==> src/rtl/multi_cycle_control_if.sv <==
// Control bus between the multi-cycle MIPS datapath and its main control FSM.
// The datapath side (master) supplies the start request, the current opcode and
// the memory-ready handshake; the controller side (slave) returns every enable
// and mux select plus the debug state code.
interface multi_cycle_control_if #(
  parameter int OP_W    = 6,
  parameter int ALUOP_W = 2
);
  logic               Start_i;
  logic [OP_W-1:0]    Op_i;
  logic               MemReady_i;
  logic               PCWrite_o;
  logic               PCWriteCond_o;
  logic               IorD_o;
  logic               MemRead_o;
  logic               MemWrite_o;
  logic               IRWrite_o;
  logic               MemtoReg_o;
  logic [1:0]         PCSrc_o;
  logic [ALUOP_W-1:0] ALUOp_o;
  logic               ALUSrcA_o;
  logic [1:0]         ALUSrcB_o;
  logic               RegWrite_o;
  logic               RegDst_o;
  logic               Illegal_o;
  logic [3:0]         State_o;

  modport master (
    output Start_i, Op_i, MemReady_i,
    input  PCWrite_o, PCWriteCond_o, IorD_o, MemRead_o, MemWrite_o,
           IRWrite_o, MemtoReg_o, PCSrc_o, ALUOp_o, ALUSrcA_o, ALUSrcB_o,
           RegWrite_o, RegDst_o, Illegal_o, State_o
  );

  modport slave (
    input  Start_i, Op_i, MemReady_i,
    output PCWrite_o, PCWriteCond_o, IorD_o, MemRead_o, MemWrite_o,
           IRWrite_o, MemtoReg_o, PCSrc_o, ALUOp_o, ALUSrcA_o, ALUSrcB_o,
           RegWrite_o, RegDst_o, Illegal_o, State_o
  );
endinterface

==> src/rtl/multi_cycle_control.sv <==
// Main control FSM for the multi-cycle MIPS datapath. Each instruction walks
// FETCH -> DECODE -> (execute / memory / write-back) -> FETCH, sharing one ALU
// and one memory port. Memory states can stall on the ready handshake, and an
// unsupported opcode returns straight to FETCH with a one-cycle Illegal_o pulse.
module multi_cycle_control #(
  parameter int                   OP_W        = 6,
  parameter int                   ALUOP_W     = 2,
  parameter logic [ALUOP_W-1:0]   ALUOP_RTYPE = 2'b11,
  parameter logic [ALUOP_W-1:0]   ALUOP_ADD   = 2'b00,
  parameter logic [ALUOP_W-1:0]   ALUOP_SUB   = 2'b01,
  parameter bit                   MEM_WAIT_EN = 1'b1
) (
  input  logic                 clk_i,
  input  logic                 rst_i,
  multi_cycle_control_if.slave bus
);

  // State codes are visible on State_o, so their values are fixed.
  localparam logic [3:0] S_IDLE      = 4'd0;
  localparam logic [3:0] S_FETCH     = 4'd1;
  localparam logic [3:0] S_DECODE    = 4'd2;
  localparam logic [3:0] S_MEM_ADDR  = 4'd3;
  localparam logic [3:0] S_MEM_READ  = 4'd4;
  localparam logic [3:0] S_MEM_WB    = 4'd5;
  localparam logic [3:0] S_MEM_WRITE = 4'd6;
  localparam logic [3:0] S_EXEC_R    = 4'd7;
  localparam logic [3:0] S_WB_R      = 4'd8;
  localparam logic [3:0] S_EXEC_I    = 4'd9;
  localparam logic [3:0] S_WB_I      = 4'd10;
  localparam logic [3:0] S_BRANCH    = 4'd11;
  localparam logic [3:0] S_JUMP      = 4'd12;

  localparam logic [OP_W-1:0] OP_RTYPE = OP_W'(6'b000000);
  localparam logic [OP_W-1:0] OP_ADDI  = OP_W'(6'b001000);
  localparam logic [OP_W-1:0] OP_LW    = OP_W'(6'b100011);
  localparam logic [OP_W-1:0] OP_SW    = OP_W'(6'b101011);
  localparam logic [OP_W-1:0] OP_BEQ   = OP_W'(6'b000100);
  localparam logic [OP_W-1:0] OP_J     = OP_W'(6'b000010);

  logic [3:0]      state;
  logic [3:0]      state_nxt;
  logic [OP_W-1:0] op_q;
  logic            illegal_q;
  logic            op_illegal;
  logic            rdy;

  logic               pc_write;
  logic               pc_write_cond;
  logic               iord;
  logic               mem_read;
  logic               mem_write;
  logic               ir_write;
  logic               mem_to_reg;
  logic [1:0]         pc_src;
  logic [ALUOP_W-1:0] alu_op;
  logic               alu_src_a;
  logic [1:0]         alu_src_b;
  logic               reg_write;
  logic               reg_dst;

  // With waiting disabled the memory is assumed to answer in a single cycle.
  assign rdy = bus.MemReady_i | ~MEM_WAIT_EN;

  // Flag any opcode the datapath cannot execute; only meaningful in DECODE.
  always_comb begin
    op_illegal = 1'b1;
    case (bus.Op_i)
      OP_RTYPE, OP_ADDI, OP_LW, OP_SW, OP_BEQ, OP_J: op_illegal = 1'b0;
      default:                                       op_illegal = 1'b1;
    endcase
  end

  // Next-state selection; memory states hold until the access is ready.
  always_comb begin
    state_nxt = state;
    case (state)
      S_IDLE:      if (bus.Start_i) state_nxt = S_FETCH;
      S_FETCH:     if (rdy) state_nxt = S_DECODE;
      S_DECODE: begin
        case (bus.Op_i)
          OP_RTYPE:     state_nxt = S_EXEC_R;
          OP_ADDI:      state_nxt = S_EXEC_I;
          OP_LW, OP_SW: state_nxt = S_MEM_ADDR;
          OP_BEQ:       state_nxt = S_BRANCH;
          OP_J:         state_nxt = S_JUMP;
          default:      state_nxt = S_FETCH;
        endcase
      end
      // Use the opcode captured in DECODE; the live opcode may have moved on.
      S_MEM_ADDR:  state_nxt = (op_q == OP_LW) ? S_MEM_READ : S_MEM_WRITE;
      S_MEM_READ:  if (rdy) state_nxt = S_MEM_WB;
      S_MEM_WB:    state_nxt = S_FETCH;
      S_MEM_WRITE: if (rdy) state_nxt = S_FETCH;
      S_EXEC_R:    state_nxt = S_WB_R;
      S_WB_R:      state_nxt = S_FETCH;
      S_EXEC_I:    state_nxt = S_WB_I;
      S_WB_I:      state_nxt = S_FETCH;
      S_BRANCH:    state_nxt = S_FETCH;
      S_JUMP:      state_nxt = S_FETCH;
      default:     state_nxt = S_IDLE;
    endcase
  end

  // State register and illegal-opcode pulse; reset abandons any access in flight.
  always_ff @(posedge clk_i) begin
    if (!rst_i) begin
      state     <= S_IDLE;
      illegal_q <= 1'b0;
    end else begin
      state     <= state_nxt;
      illegal_q <= (state == S_DECODE) && op_illegal;
    end
  end

  // Capture the opcode in DECODE so MEM_ADDR can tell lw from sw later.
  always_ff @(posedge clk_i) begin
    if (state == S_DECODE) op_q <= bus.Op_i;
  end

  // Moore decode of the control word; only FETCH write enables see rdy.
  always_comb begin
    pc_write      = 1'b0;
    pc_write_cond = 1'b0;
    iord          = 1'b0;
    mem_read      = 1'b0;
    mem_write     = 1'b0;
    ir_write      = 1'b0;
    mem_to_reg    = 1'b0;
    pc_src        = 2'b00;
    alu_op        = '0;
    alu_src_a     = 1'b0;
    alu_src_b     = 2'b00;
    reg_write     = 1'b0;
    reg_dst       = 1'b0;
    case (state)
      S_FETCH: begin
        mem_read  = 1'b1;
        alu_src_b = 2'b01;
        alu_op    = ALUOP_ADD;
        ir_write  = rdy;
        pc_write  = rdy;
      end
      S_DECODE: begin
        alu_src_b = 2'b11;
        alu_op    = ALUOP_ADD;
      end
      S_MEM_ADDR, S_EXEC_I: begin
        alu_src_a = 1'b1;
        alu_src_b = 2'b10;
        alu_op    = ALUOP_ADD;
      end
      S_MEM_READ: begin
        mem_read = 1'b1;
        iord     = 1'b1;
      end
      S_MEM_WB: begin
        reg_write  = 1'b1;
        mem_to_reg = 1'b1;
      end
      S_MEM_WRITE: begin
        mem_write = 1'b1;
        iord      = 1'b1;
      end
      S_EXEC_R: begin
        alu_src_a = 1'b1;
        alu_op    = ALUOP_RTYPE;
      end
      S_WB_R: begin
        reg_write = 1'b1;
        reg_dst   = 1'b1;
      end
      S_WB_I: begin
        reg_write = 1'b1;
      end
      S_BRANCH: begin
        alu_src_a     = 1'b1;
        alu_op        = ALUOP_SUB;
        pc_write_cond = 1'b1;
        pc_src        = 2'b01;
      end
      S_JUMP: begin
        pc_write = 1'b1;
        pc_src   = 2'b10;
      end
      default: begin
      end
    endcase
  end

  assign bus.PCWrite_o     = pc_write;
  assign bus.PCWriteCond_o = pc_write_cond;
  assign bus.IorD_o        = iord;
  assign bus.MemRead_o     = mem_read;
  assign bus.MemWrite_o    = mem_write;
  assign bus.IRWrite_o     = ir_write;
  assign bus.MemtoReg_o    = mem_to_reg;
  assign bus.PCSrc_o       = pc_src;
  assign bus.ALUOp_o       = alu_op;
  assign bus.ALUSrcA_o     = alu_src_a;
  assign bus.ALUSrcB_o     = alu_src_b;
  assign bus.RegWrite_o    = reg_write;
  assign bus.RegDst_o      = reg_dst;
  assign bus.Illegal_o     = illegal_q;
  assign bus.State_o       = state;

endmodule

==> src/flat_wrapper.sv <==
// flat-port wrapper written by rule: the top's interface ports become plain ports
module multi_cycle_control_flat 
#(
  parameter int                   OP_W        = 6,
  parameter int                   ALUOP_W     = 2,
  parameter logic [ALUOP_W-1:0]   ALUOP_RTYPE = 2'b11,
  parameter logic [ALUOP_W-1:0]   ALUOP_ADD   = 2'b00,
  parameter logic [ALUOP_W-1:0]   ALUOP_SUB   = 2'b01,
  parameter bit                   MEM_WAIT_EN = 1'b1
)
  (clk_i, rst_i, bus_Start_i, bus_Op_i, bus_MemReady_i, bus_PCWrite_o, bus_PCWriteCond_o, bus_IorD_o, bus_MemRead_o, bus_MemWrite_o, bus_IRWrite_o, bus_MemtoReg_o, bus_PCSrc_o, bus_ALUOp_o, bus_ALUSrcA_o, bus_ALUSrcB_o, bus_RegWrite_o, bus_RegDst_o, bus_Illegal_o, bus_State_o);
  multi_cycle_control_if #(.OP_W(OP_W), .ALUOP_W(ALUOP_W)) bus_i ();
  input  logic clk_i;
  input  logic rst_i;
  input wire logic [$bits(bus_i.Start_i)-1:0] bus_Start_i;
  input wire logic [$bits(bus_i.Op_i)-1:0] bus_Op_i;
  input wire logic [$bits(bus_i.MemReady_i)-1:0] bus_MemReady_i;
  output wire logic [$bits(bus_i.PCWrite_o)-1:0] bus_PCWrite_o;
  output wire logic [$bits(bus_i.PCWriteCond_o)-1:0] bus_PCWriteCond_o;
  output wire logic [$bits(bus_i.IorD_o)-1:0] bus_IorD_o;
  output wire logic [$bits(bus_i.MemRead_o)-1:0] bus_MemRead_o;
  output wire logic [$bits(bus_i.MemWrite_o)-1:0] bus_MemWrite_o;
  output wire logic [$bits(bus_i.IRWrite_o)-1:0] bus_IRWrite_o;
  output wire logic [$bits(bus_i.MemtoReg_o)-1:0] bus_MemtoReg_o;
  output wire logic [$bits(bus_i.PCSrc_o)-1:0] bus_PCSrc_o;
  output wire logic [$bits(bus_i.ALUOp_o)-1:0] bus_ALUOp_o;
  output wire logic [$bits(bus_i.ALUSrcA_o)-1:0] bus_ALUSrcA_o;
  output wire logic [$bits(bus_i.ALUSrcB_o)-1:0] bus_ALUSrcB_o;
  output wire logic [$bits(bus_i.RegWrite_o)-1:0] bus_RegWrite_o;
  output wire logic [$bits(bus_i.RegDst_o)-1:0] bus_RegDst_o;
  output wire logic [$bits(bus_i.Illegal_o)-1:0] bus_Illegal_o;
  output wire logic [$bits(bus_i.State_o)-1:0] bus_State_o;
  assign bus_i.Start_i = bus_Start_i;
  assign bus_i.Op_i = bus_Op_i;
  assign bus_i.MemReady_i = bus_MemReady_i;
  assign bus_PCWrite_o = bus_i.PCWrite_o;
  assign bus_PCWriteCond_o = bus_i.PCWriteCond_o;
  assign bus_IorD_o = bus_i.IorD_o;
  assign bus_MemRead_o = bus_i.MemRead_o;
  assign bus_MemWrite_o = bus_i.MemWrite_o;
  assign bus_IRWrite_o = bus_i.IRWrite_o;
  assign bus_MemtoReg_o = bus_i.MemtoReg_o;
  assign bus_PCSrc_o = bus_i.PCSrc_o;
  assign bus_ALUOp_o = bus_i.ALUOp_o;
  assign bus_ALUSrcA_o = bus_i.ALUSrcA_o;
  assign bus_ALUSrcB_o = bus_i.ALUSrcB_o;
  assign bus_RegWrite_o = bus_i.RegWrite_o;
  assign bus_RegDst_o = bus_i.RegDst_o;
  assign bus_Illegal_o = bus_i.Illegal_o;
  assign bus_State_o = bus_i.State_o;
  multi_cycle_control #(.OP_W(OP_W), .ALUOP_W(ALUOP_W), .ALUOP_RTYPE(ALUOP_RTYPE), .ALUOP_ADD(ALUOP_ADD), .ALUOP_SUB(ALUOP_SUB), .MEM_WAIT_EN(MEM_WAIT_EN)) u_core (.clk_i(clk_i), .rst_i(rst_i), .bus(bus_i));
endmodule
==> config.mk <==
export PLATFORM = sky130hd
export DESIGN_NAME = multi_cycle_control_flat
export DESIGN_NICKNAME = d
export VERILOG_FILES = /design/src/rtl/multi_cycle_control_if.sv /design/src/rtl/multi_cycle_control.sv /design/src/flat_wrapper.sv
export SDC_FILE = /design/constraint.sdc
export NUM_CORES = 1
export LEC_CHECK = 0
export BUFFER_PORTS_ARGS = -buffer_cell sky130_fd_sc_hd__clkbuf_2
export CORE_MARGIN = 2
export CORE_UTILIZATION = 46
export DETAILED_ROUTE_END_ITERATION = 10
export PLACE_DENSITY = 0.74
export SLEW_MARGIN = 20
export SYNTH_ARGS = -nofsm -noshare
export SYNTH_HDL_FRONTEND = slang
export SYNTH_SLANG_ARGS = --single-unit
==> constraint.sdc <==
create_clock -name clk_i -period 2.4 [get_ports clk_i]
set_input_delay 0.72 -clock clk_i [delete_from_list [all_inputs] [get_ports clk_i]]
set_output_delay 0.72 -clock clk_i [all_outputs]
set_load 0.005 [all_outputs]
==> results list, run 1 <==
- Vertical die dimension: 44.5 um
- For this run, design rule violations remaining after detail routing come to 0.
- Internal cell power: roughly 0.32 mW
- Worst Path Max Fanout: 11
- FF+latch count, synth: 11
- Cell count of the worst reg-to-reg path: 5
* Number of warnings reported in the yosys synthesis log: 0
- Die Span X: 44.5 um
- The critical path is of the flip-flop to output pin type.
* Drt pass-1 iters: 4
- Max-cap violations: 0
- Global-route wire length before repair: 2.75 mm
* Slew headroom: 0.782
- Final worst clock skew: 0.0118 ns
- Share of the clock period used by the worst path: 0.919
* Power share of the combinational group: 0.231
- Post-layout min period: 2.21 ns
- Counting the buffers created by CTS gives 3.
- Static leakage: ~0.39 nW
- Maximum number of pins on one net before global-route repair: 19
- Of the synthesized area, sequential elements account for 0.371.
- Fraction of power consumed by the clock network: 0.287
- Max Clk Rate: 453 MHz
* Count of placed standard cells in the final layout, fillers left out: 136
- Post-CTS Setup Bufs: 0
* Areal power density over the cells: 463 nW/um2
- Antenna violations before repair: 0
- Data on the critical path is required at its endpoint by 1.68 ns.
* Post-Syn Instances: 88
- The share of total power dissipated in sequential elements is 0.482.
* Cell accounting for the most synthesized area: sky130_fd_sc_hd__edfxtp_1
- Counting distinct cell types in the post-synthesis netlist gives 39.
- Post-detailed-route via-to-cell ratio: 5.74
* Net total in the final layout: 131
- The number of hold buffers added after CTS was 0.
* Final Max Tran Viols: 0
* Share of Yosys cell area claimed by the top area cell type: 0.239
* Fin worst setup slack: ~0.19 ns
- Crit path arrival time: 1.49 ns
* RSZ-0062 raised after global routing: no
- Post-detailed-route wirelength per cell: 12.6 um
- Grt ovf: 0
- The number of nets handed over by synthesis was 98.
* CTS sink count: 11
* Synth-to-Final Area Change: 26.7%
* Post-DP HPWL: roughly 1.3 mm
- OpenSTA, run right after detailed placement, puts the worst setup slack at 0.281 ns.
- Area of the placeable core: 1520 um2
* Outcome: complete, no violations
* Number of instances on the worst hold path: 3
- The number of antenna diodes in the final layout is 0.
* Critical Path End Type: output pin
* Accumulated negative setup slack: 0 ns
* FP Rows: 14
- Worst reg-to-reg setup slack: around 0.85 ns
- Net switching power figure: 0.125 mW
- Type of the tightest min-delay check: flip-flop to flip-flop
- Startpoint type of the worst setup path: flip-flop
- Pin slew with the least headroom to its limit: 0.327 ns
- Resized Gates After CTS: 0
* Fraction of registers with async set or reset after synthesis: 0
- Deepest clock path buffer count: 2
- By instance count, the leading cell after synthesis is sky130_fd_sc_hd__nor2_1.
- Number of nets with antenna violations after detailed routing: 0
- Top cells by area, synth: sky130_fd_sc_hd__edfxtp_1, sky130_fd_sc_hd__dfxtp_1, sky130_fd_sc_hd__nor3_1
- Setup violations remaining at the end of the flow were counted as 0.
* Total count of hold-check failures in the final report: 0
* Total Wirelength: 1.72 mm
- The later pin in the worst-skew pair is clocked with a latency of 0.27 ns.
* Via count: 781
* Root Buffer Master: sky130_fd_sc_hd__clkbuf_4
- TritonCTS built the clock tree.
* Clock Pin Slew Worst Setup and Hold Paths: ~0.080 ns
* Max rail drop VDD: 0.328 mV
- Final core occ: 0.627
- Num ports: 31
* Final weighted congestion in routability-driven placement: 0.797
* DIE AREA: a little under 2000 um2
- Synthesized area per cell: 8.57 um2
- CTS built an H-tree with a depth of 1.
- Starting DRC count in detailed routing: 26
- For this configuration, the core starts out at a cell density of 0.495.
- Counting instances in the post-synthesis netlist gives the leading cell types as sky130_fd_sc_hd__nor2_1, sky130_fd_sc_hd__nor3_1, sky130_fd_sc_hd__a21oi_1.
- The synthesized design contains 6 enable-type register cells.
- In the final layout, the share of cells above drive strength 1 is 0.358.
- In the global route stage, overall resource usage came out at 0.187.
- Port buffering added 30 buffers.
* Vias in the first global route: 630
* Dominant register cell in the synthesized netlist: sky130_fd_sc_hd__edfxtp_1
- In this run, placement finished with an instance count of 132.
* Switching share of power: 0.282
- After synthesis the cells add up to 754 um2.
flip-flops by register name, indices dropped and copies added (netlist names):
register	count
u_core.op_q	6
u_core.bus.State_o	4
u_core.bus.Illegal_o	1
path summary, 6_finish.rpt:
path,endpoint,startpoint
max reg2reg,u_core.bus.State_o[3],u_core.bus.State_o[1]
max,bus_PCWrite_o,u_core.bus.State_o[1]
min,u_core.bus.State_o[3],u_core.bus.State_o[0]
min reg2reg,u_core.bus.State_o[3],u_core.bus.State_o[0]
critical path: stages (launching register included):
cell                       delay [ns]
sky130_fd_sc_hd__dfxtp_1         0.51
sky130_fd_sc_hd__nor2b_1         0.10
sky130_fd_sc_hd__and3_1          0.20
sky130_fd_sc_hd__or2_2           0.29
sky130_fd_sc_hd__clkbuf_2        0.12
per-layer routing:
metal / part of all wire / track usage
met5: 0 / 0
met3: 0.068 / 0.0612
met4: 0.0070 / 0.0545
met1: 0.46 / 0.264
met2: 0.46 / 0.270
cells by family (layout without fill, tap and decap cells):
family	after synthesis	in the layout	synth area share
and+or+nand+nor	42	42	0.313
AOI/OAI and AO/OA	22	22	0.212
DFF	11	11	0.371
muxes	2	2	0.0265
xor gates and xnor gates	2	2	0.0232
buffers and inverters	9	41	0.0531
per-stage QoR:
stage	hold slack [ns]	total power, mW	cell area [um2]
4_1_cts	0.702	0.446	956
3_5_place_dp	0.700	0.320	930
5_1_grt	0.698	0.468	956
2_1_floorplan	0.633	0.278	754
3_3_place_gp	0.682	0.318	930
6_report	0.691	0.442	956
power by group through the flow:
stage / Sequential (mW) / Clock, mW / Combinational, mW
2_1_floorplan: 0.215 / 0 / 0.0634
3_3_place_gp: 0.217 / 0 / 0.101
5_1_grt: 0.214 / 0.141 / 0.113
6_report: 0.213 / 0.127 / 0.102
3_5_place_dp: 0.218 / 0 / 0.102
4_1_cts: 0.213 / 0.130 / 0.102
layout by cell type (no fill, tap or decap), drive strengths merged, types with 2 or more instances in the layout:
master	n
a21oi	7
nor2	10
mux2i	2
nor3	9
a21boi	2
inv	2
clkbuf	34
nand2	5
edfxtp	6
o21ai	4
a31oi	2
nor3b	3
buf	5
dfxtp	5
nand2b	5
cell type report:
| class | instances | area [um2] |
|---|---|---|
| fill | 136 | 568 |
| multi-input combinational | 68 | 434 |
| sequential | 11 | 280 |
| timing repair buffer | 35 | 188 |
| clock buffer | 4 | 26.3 |
| tap | 16 | 20.0 |
| inverter | 2 | 7.51 |
Note: power is estimated with default switching activity, not from simulation.
==> run 2, diff against run 1 <==
--- a/config.mk
+++ b/config.mk
@@ -8,8 +8,10 @@
 export BUFFER_PORTS_ARGS = -buffer_cell sky130_fd_sc_hd__clkbuf_2
 export CORE_MARGIN = 2
 export CORE_UTILIZATION = 46
+export CTS_CLUSTER_SIZE = 30
 export DETAILED_ROUTE_END_ITERATION = 10
 export PLACE_DENSITY = 0.74
+export RECOVER_POWER = 100
 export SLEW_MARGIN = 20
 export SYNTH_ARGS = -nofsm -noshare
 export SYNTH_HDL_FRONTEND = slang
==> run 2 against run 1 <==
Final cell count unchanged. Via count down 1.5%. Register-to-register slack worse by 0.20 ns. Hold slack better by 0.011 ns. Combinational power down 6%. Highest routed layer unchanged.
==> results list, run 2 (synthesis gave the netlist of run 1 again) <==
- Outcome: complete, no violations
- The proportion of power drawn by combinational gates came to 0.220 (-0.011).
* Max-cap violations: 0 (unchanged)
- The final worst slack came to 0.187 ns (-0.00711 ns).
- Clock tree from TritonCTS: done
- The min-delay analysis places its worst path in the category flip-flop to flip-flop.
* Global-route wire length before repair: 2.75 mm (unchanged)
* Number of nets with antenna violations after detailed routing: 0 (unchanged)
- Traced cell by cell, the critical path runs through buf_4 > nand2b_1 > a21boi_0 > clkbuf_2.
* DIE AREA: 1980 um2 (unchanged)
- Total Wirelength: 1.73 mm (+0.58%)
* Most common cell after layout, fill and taps aside: sky130_fd_sc_hd__clkbuf_2
- In the layout the commonest cells are sky130_fd_sc_hd__clkbuf_2, sky130_fd_sc_hd__clkbuf_1, sky130_fd_sc_hd__nor2_1.
* Delay of the slowest critical-path stage: 0.51 ns (about the same)
* Via count: 769 (-1.5%)
* Accumulated negative setup slack: 0 ns (unchanged)
* Post-detailed-route via-to-cell ratio: 5.65 (-1.5%)
- Final weighted congestion in routability-driven placement: 0.797 (unchanged)
- Post-CTS Setup Bufs: 0 (unchanged)
- Cts-stage hold buffer count: 0 (unchanged)
* Number of endpoints failing setup at the final stage: 0 (unchanged)
* CTS buffer count: 3 (unchanged)
- The number of fillers in the final layout came to 147 (+8.1%).
* Area of the placeable core: 1520 um2 (unchanged)
* Area taken by flip-flops and latches: 280 um2 (unchanged)
- The share of power burned in the clock network was 0.288 (about the same).
- Net total in the final layout: 131 (unchanged)
- The count of final max-slew check failures was 0 (unchanged).
* Remaining DRCs: 0 (unchanged)
- Max Clk Rate: 452 MHz (-0.32%)
* Critical Path Slowest Stage Cell: sky130_fd_sc_hd__dfxtp_1
* Top reg by flops: u_core.op_q
- The required time of the worst setup path was 1.68 ns (about the same).
* Area used by multi-input combinational logic: 423 um2 (-2.6%)
- Total count of hold-check failures in the final report: 0 (unchanged)
* Clock insertion delay at the later pin of the skew report: 0.27 ns (about the same)
- Crit path arrival time: 1.49 ns (about the same)
- The layout cell share with drive strength beyond 1 was 0.233 (-0.125).
- The switching portion of total power is 0.281 (-0.00116).
- GRT Resource Usage Total: 0.187 (unchanged)
- The cell count of the worst reg-to-reg path was 6 (+1).
- Initial Utilization: 0.495 (unchanged)
- The first-iteration detailed-routing DRC count was 17 (-35%).
- Pin slew with the least headroom to its limit: 0.348 ns (+0.0214 ns)
* Post-detailed-route wirelength per cell: 12.7 um (+0.58%)
- The count of input and output buffers is 30 (unchanged).
- The count of TritonRoute iterations in the first routing pass was 4 (unchanged).
- The total net switching power came to 0.122 mW (-2.3%).
* Antenna Cells: 0 (unchanged)
- The number of antenna violations at the first check in global routing is 0 (unchanged).
* Critical Path End Type: output pin
- FP Rows: 14 (unchanged)
- Die Span X: 44.5 um (unchanged)
- Resized Gates After CTS: 0 (unchanged)
* Vias in the first global route: 630 (unchanged)
- The maximum fanout along the worst path is 11 (unchanged).
* Startpoint type of the worst setup path: flip-flop
- The time the worst path needs with I/O delays and setup was 2.21 ns (+0.00711 ns).
- The clock input transition at the sequential cells of the worst setup and hold paths came to 0.07 ns (about the same).
- Max H-tree Level: 1 (unchanged)
- Final worst clock skew: 0.00741 ns (-0.00437 ns)
- The worst-case hold slack came to 0.702 ns (+0.0110 ns).
- Num ports: 31 (unchanged)
- The floorplan die height was 44.5 um (unchanged).
* Deepest clock path buffer count: 2 (unchanged)
- CTS sink count: 11 (unchanged)
- The static leakage is 0.341 nW (-13%).
* Synth-to-Final Area Change: 22.4%
- Number of instances on the worst hold path: 3 (unchanged)
- The area of all placed cells without fillers is 923 um2 (-3.4%).
* Post-DP HPWL: 1.31 mm (unchanged)
* Post-Place Setup Slack: 0.281 ns (unchanged)
* Areal power density over the cells: 470 nW/um2 (+1.6%)
- Maximum number of pins on one net before global-route repair: 19 (unchanged)
- The final core utilization is 0.606 (-0.0213).
- Post-placement cell area: 930 um2 (unchanged)
- Internal cell power: 0.312 mW (-1.7%)
- Grt ovf: 0 (unchanged)
- Setup repair after global routing left no endpoint under its margin.
- Share of power burned in registers: 0.491 (+0.009)
* Path type of the worst setup path: flip-flop to output pin
* Root Buffer Master: sky130_fd_sc_hd__clkbuf_4
* Max rail drop VDD: 0.317 mV (-3.3%)
- Max reg flops: 6 (unchanged)
- The final cycle utilization of the critical path was 0.922 (+0.00296).
- Slew headroom: 0.768 (-0.0140)
==> run 2: cell count changes in the layout (fill, tap and decap cells not counted), sizes merged <==
| cell | change |
|---|---|
| buf | -2 |
| clkbuf | +2 |
==> run 2: metrics by stage <==
stage          cells  total power [mW]
2_1_floorplan     88             0.278
3_3_place_gp     132             0.318
3_5_place_dp     132             0.320
4_1_cts          136             0.446
5_1_grt          136             0.462
6_report         136             0.434
==> run 2: layout make-up <==
| type | count | area share |
|---|---|---|
| timing repair buffer | 35 | 0.180 |
| tap | 16 | 0.0217 |
| clock buffer | 4 | 0.0285 |
| multi-input combinational | 68 | 0.458 |
| inverter | 2 | 0.00813 |
| sequential | 11 | 0.304 |
==> run 2: power by group through the flow <==
| stage | registers (mW) | logic (mW) | clock network [mW] |
|---|---|---|---|
| 2_1_floorplan | 0.215 | 0.0634 | 0 |
| 3_3_place_gp | 0.217 | 0.101 | 0 |
| 3_5_place_dp | 0.218 | 0.102 | 0 |
| 4_1_cts | 0.213 | 0.102 | 0.130 |
| 5_1_grt | 0.214 | 0.106 | 0.141 |
| 6_report | 0.213 | 0.0957 | 0.125 |
==> run 2: worst max-delay path: cells and delay by family, from the launching register on <==
family          cells  cell delay (ns)
buf+inv             2             0.37
flops               1             0.51
compound gates      1             0.21
simple gates        1             0.15
==> run 2: worst paths after layout <==
check / slack, ns / endpoint / from
setup / recovery: 0.19 / bus_ALUSrcB_o[0] / u_core.bus.State_o[1]
hold / removal: 0.70 / u_core.bus.State_o[3] / u_core.bus.State_o[0]
setup reg to reg: 0.65 / u_core.bus.Illegal_o / u_core.bus.State_o[1]
hold reg to reg: 0.70 / u_core.bus.State_o[3] / u_core.bus.State_o[0]
==> run 2: routing by layer <==
metal	wire [um]	global-route usage	up-vias
li1	-	-	387
met1	809	0.264	357
met2	810	0.270	20
met3	93	0.0612	5
met4	12	0.0545	0
met5	0	0	-
==> run 3, diff against run 2 <==
--- a/config.mk
+++ b/config.mk
@@ -10,7 +10,7 @@
 export CORE_UTILIZATION = 46
 export CTS_CLUSTER_SIZE = 30
 export DETAILED_ROUTE_END_ITERATION = 10
-export PLACE_DENSITY = 0.74
+export PLACE_DENSITY = 0.77
 export RECOVER_POWER = 100
 export SLEW_MARGIN = 20
 export SYNTH_ARGS = -nofsm -noshare
==> run 3 against run 2 <==
Sequential share of layout area is 0.20 points lower. Hold slack worse by 0.0033 ns. Routed wire length is 3.1% lower. Design area is 0.68% higher. Setup slack worse by 0.046 ns. Critical path depth stayed put. Via count is 1.4% lower. Total power is 0.30% lower. Critical endpoint is now bus_PCWrite_o. Count of clock-buffer cells in the layout is 1 lower.
==> results list, run 3 (synthesis gave the netlist of run 1 again) <==
- Count of placed standard cells in the final layout, fillers left out: 136 (unchanged)
- Clock tree from TritonCTS: done
- The buffer count from post-CTS setup fixing is 0 (unchanged).
- The worst hold path belongs to the class flip-flop to flip-flop.
- Cts-stage hold buffer count: 0 (unchanged)
- Cell chain of the critical path: nor2_1 > and3_1 > or2_2 > clkbuf_2
* Static leakage: 0.357 nW (+4.8%)
- Finished layout cell area: 930 um2 (+0.68%)
* Antenna violations before repair: 0 (unchanged)
- The via count was 758 (-1.4%).
- The worst setup path is of the flip-flop to output pin kind.
* Min Hold Slack: 0.699 ns (-0.00334 ns)
- DIE AREA: 1980 um2 (unchanged)
- The antenna diode count was 0 (unchanged).
- Total count of hold-check failures in the final report: 0 (unchanged)
* Root Buffer Master: sky130_fd_sc_hd__clkbuf_4
- Crit path arrival time: 1.54 ns (+0.05 ns)
- Counting flops per register, the top entry is u_core.op_q.
- Remaining DRCs: 0 (unchanged)
* Critical Path End Type: output pin
- The tightest slew margin relative to the limit came to 0.698 (-0.0697).
- The total power divided by cell area was 465 nW/um2 (-0.97%).
- Num ports: 31 (unchanged)
- The count of final max-slew check failures came to 0 (unchanged).
- Die Span X: 44.5 um (unchanged)
- Fillers: 145 (-1.4%)
- The final estimated routing congestion in global placement is 0.879 (+10%).
* Post-placement cell area: 930 um2 (unchanged)
- FP Rows: 14 (unchanged)
* Clock insertion delay at the later pin of the skew report: 0.27 ns (about the same)
- Crit path buffers/inverters: 1 (-1)
* Drt pass-1 iters: 4 (unchanged)
- Vertical die dimension: 44.5 um (unchanged)
* Post-layout min period: 2.26 ns (+0.0460 ns)
* Final core occ: 0.610 (+0.00411)
- The post-detailed-placement half-perimeter wirelength came to 1.29 mm (-1.7%).
* Startpoint type of the worst setup path: flip-flop
- Accumulated negative setup slack: 0 ns (unchanged)
- The post-route clock skew is 0.00706 ns (-0.000351 ns).
- Grt ovf: 0 (unchanged)
* GRT Resource Usage Total: 0.185 (-0.00153)
* Initial Utilization: 0.495 (unchanged)
* Critical Path Slowest Stage Cell: sky130_fd_sc_hd__dfxtp_1
- The number of gates given a new drive strength after cts is 0 (unchanged).
- The maximum vdd ir drop came to 0.216 mV (-32%).
- Number of nets with antenna violations after detailed routing: 0 (unchanged)
- CTS sink count: 11 (unchanged)
- The area inside the core boundary is 1520 um2 (unchanged).
* Global-route wire length before repair: 2.75 mm (unchanged)
- Max reg flops: 6 (unchanged)
- The cell family contributing the most delay on the critical path is flip-flops.
- The final layout net count is 131 (unchanged).
- The transition at the pin with the smallest max-transition slack came to 0.452 ns (+0.104 ns).
- The highest attainable clock frequency is 443 MHz (-2.0%).
- Maximum number of pins on one net before global-route repair: 18 (-1)
* Starting DRC count in detailed routing: 11 (-6)
- Max H-tree Level: 1 (unchanged)
- The routed wire length per instance is 12.3 um (-3.1%).
* Max-cap violations: 0 (unchanged)
- The delay of the slowest cell on the worst path is 0.60 ns (+0.09 ns).
- Synth-to-Final Area Change: 23.2%
- Deepest clock path buffer count: 2 (unchanged)
- CTS buffer count: 3 (unchanged)
- The layout cell share with drive strength beyond 1 was 0.275 (+0.0417).
- The final cycle utilization of the critical path was 0.941 (+0.0192).
- The clock input transition at the sequential cells of the worst setup and hold paths was 0.07 ns (about the same).
- Most common cell after layout, fill and taps aside: sky130_fd_sc_hd__clkbuf_2
- In the layout the commonest cells are sky130_fd_sc_hd__clkbuf_2, sky130_fd_sc_hd__nor2_1, sky130_fd_sc_hd__nor3_1, sky130_fd_sc_hd__clkbuf_1, sky130_fd_sc_hd__a21oi_1.
- Post-detailed-route via-to-cell ratio: 5.57 (-1.4%)
- Outcome: complete, no violations
- Setup repair after global routing left no endpoint under its margin.
- The count of input and output buffers came to 30 (unchanged).
* Total Wirelength: 1.67 mm (-3.1%)
* Number of endpoints failing setup at the final stage: 0 (unchanged)
- Vias in the first global route: 646 (+2.5%)
- The required time of the worst setup path came to 1.68 ns (about the same).
* Number of placed instances, taps included: 132 (unchanged)
* Worst Path Max Fanout: 13 (+2)
run 3: cell types whose count changed in the layout (fill, tap and decap cells not counted), sizes merged:
cell,previous run,this run
clkbuf,36,35
clkinv,0,1
run 3: cell type report:
type | instances | area, um2 | area share
clock buffer | 3 | 22.5 | 0.0242
clock inverter | 1 | 5.00 | 0.00538
inverter | 2 | 7.51 | 0.00808
multi-input combinational | 68 | 423 | 0.455
sequential | 11 | 280 | 0.301
tap | 16 | 20.0 | 0.0215
timing repair buffer | 35 | 171 | 0.184
run 3: worst register-to-register path, delay by kind of cell (launching register included):
family / cells / cell delay [ns]
flops: 1 / 0.32
buf+inv: 2 / 0.54
compound gates: 1 / 0.17
simple gates: 3 / 0.81
run 3: worst paths after layout:
check | startpoint | endpoint | slack (ns) | cells past startpoint
setup / recovery | u_core.bus.State_o[2] | bus_PCWrite_o | 0.14 | 4
hold / removal | u_core.bus.State_o[3] | u_core.bus.State_o[2] | 0.70 | 2
setup reg to reg | u_core.bus.State_o[0] | u_core.bus.State_o[3] | 0.49 | 6
hold reg to reg | u_core.bus.State_o[3] | u_core.bus.State_o[2] | 0.70 | 2
run 3: power breakdown:
group / internal, mW / switching [mW]
registers: 0.207 / 0.00548
logic: 0.0413 / 0.0552
clock network: 0.0615 / 0.0618
total: 0.310 / 0.122
run 3: layer usage:
metal	vias up	global-route usage	wire length (um)
li1	392	-	-
met1	336	0.267	800
met2	30	0.272	771
met3	0	0.0367	99
met4	0	0.0667	0
met5	-	0	0
run 3: stage by stage:
step	setup slack [ns]	total power, mW
global placement	0.322	0.318
finish	0.141	0.433
CTS	0.138	0.441
floorplan	0.507	0.278
global route	0.0344	0.457
detailed placement	0.314	0.320
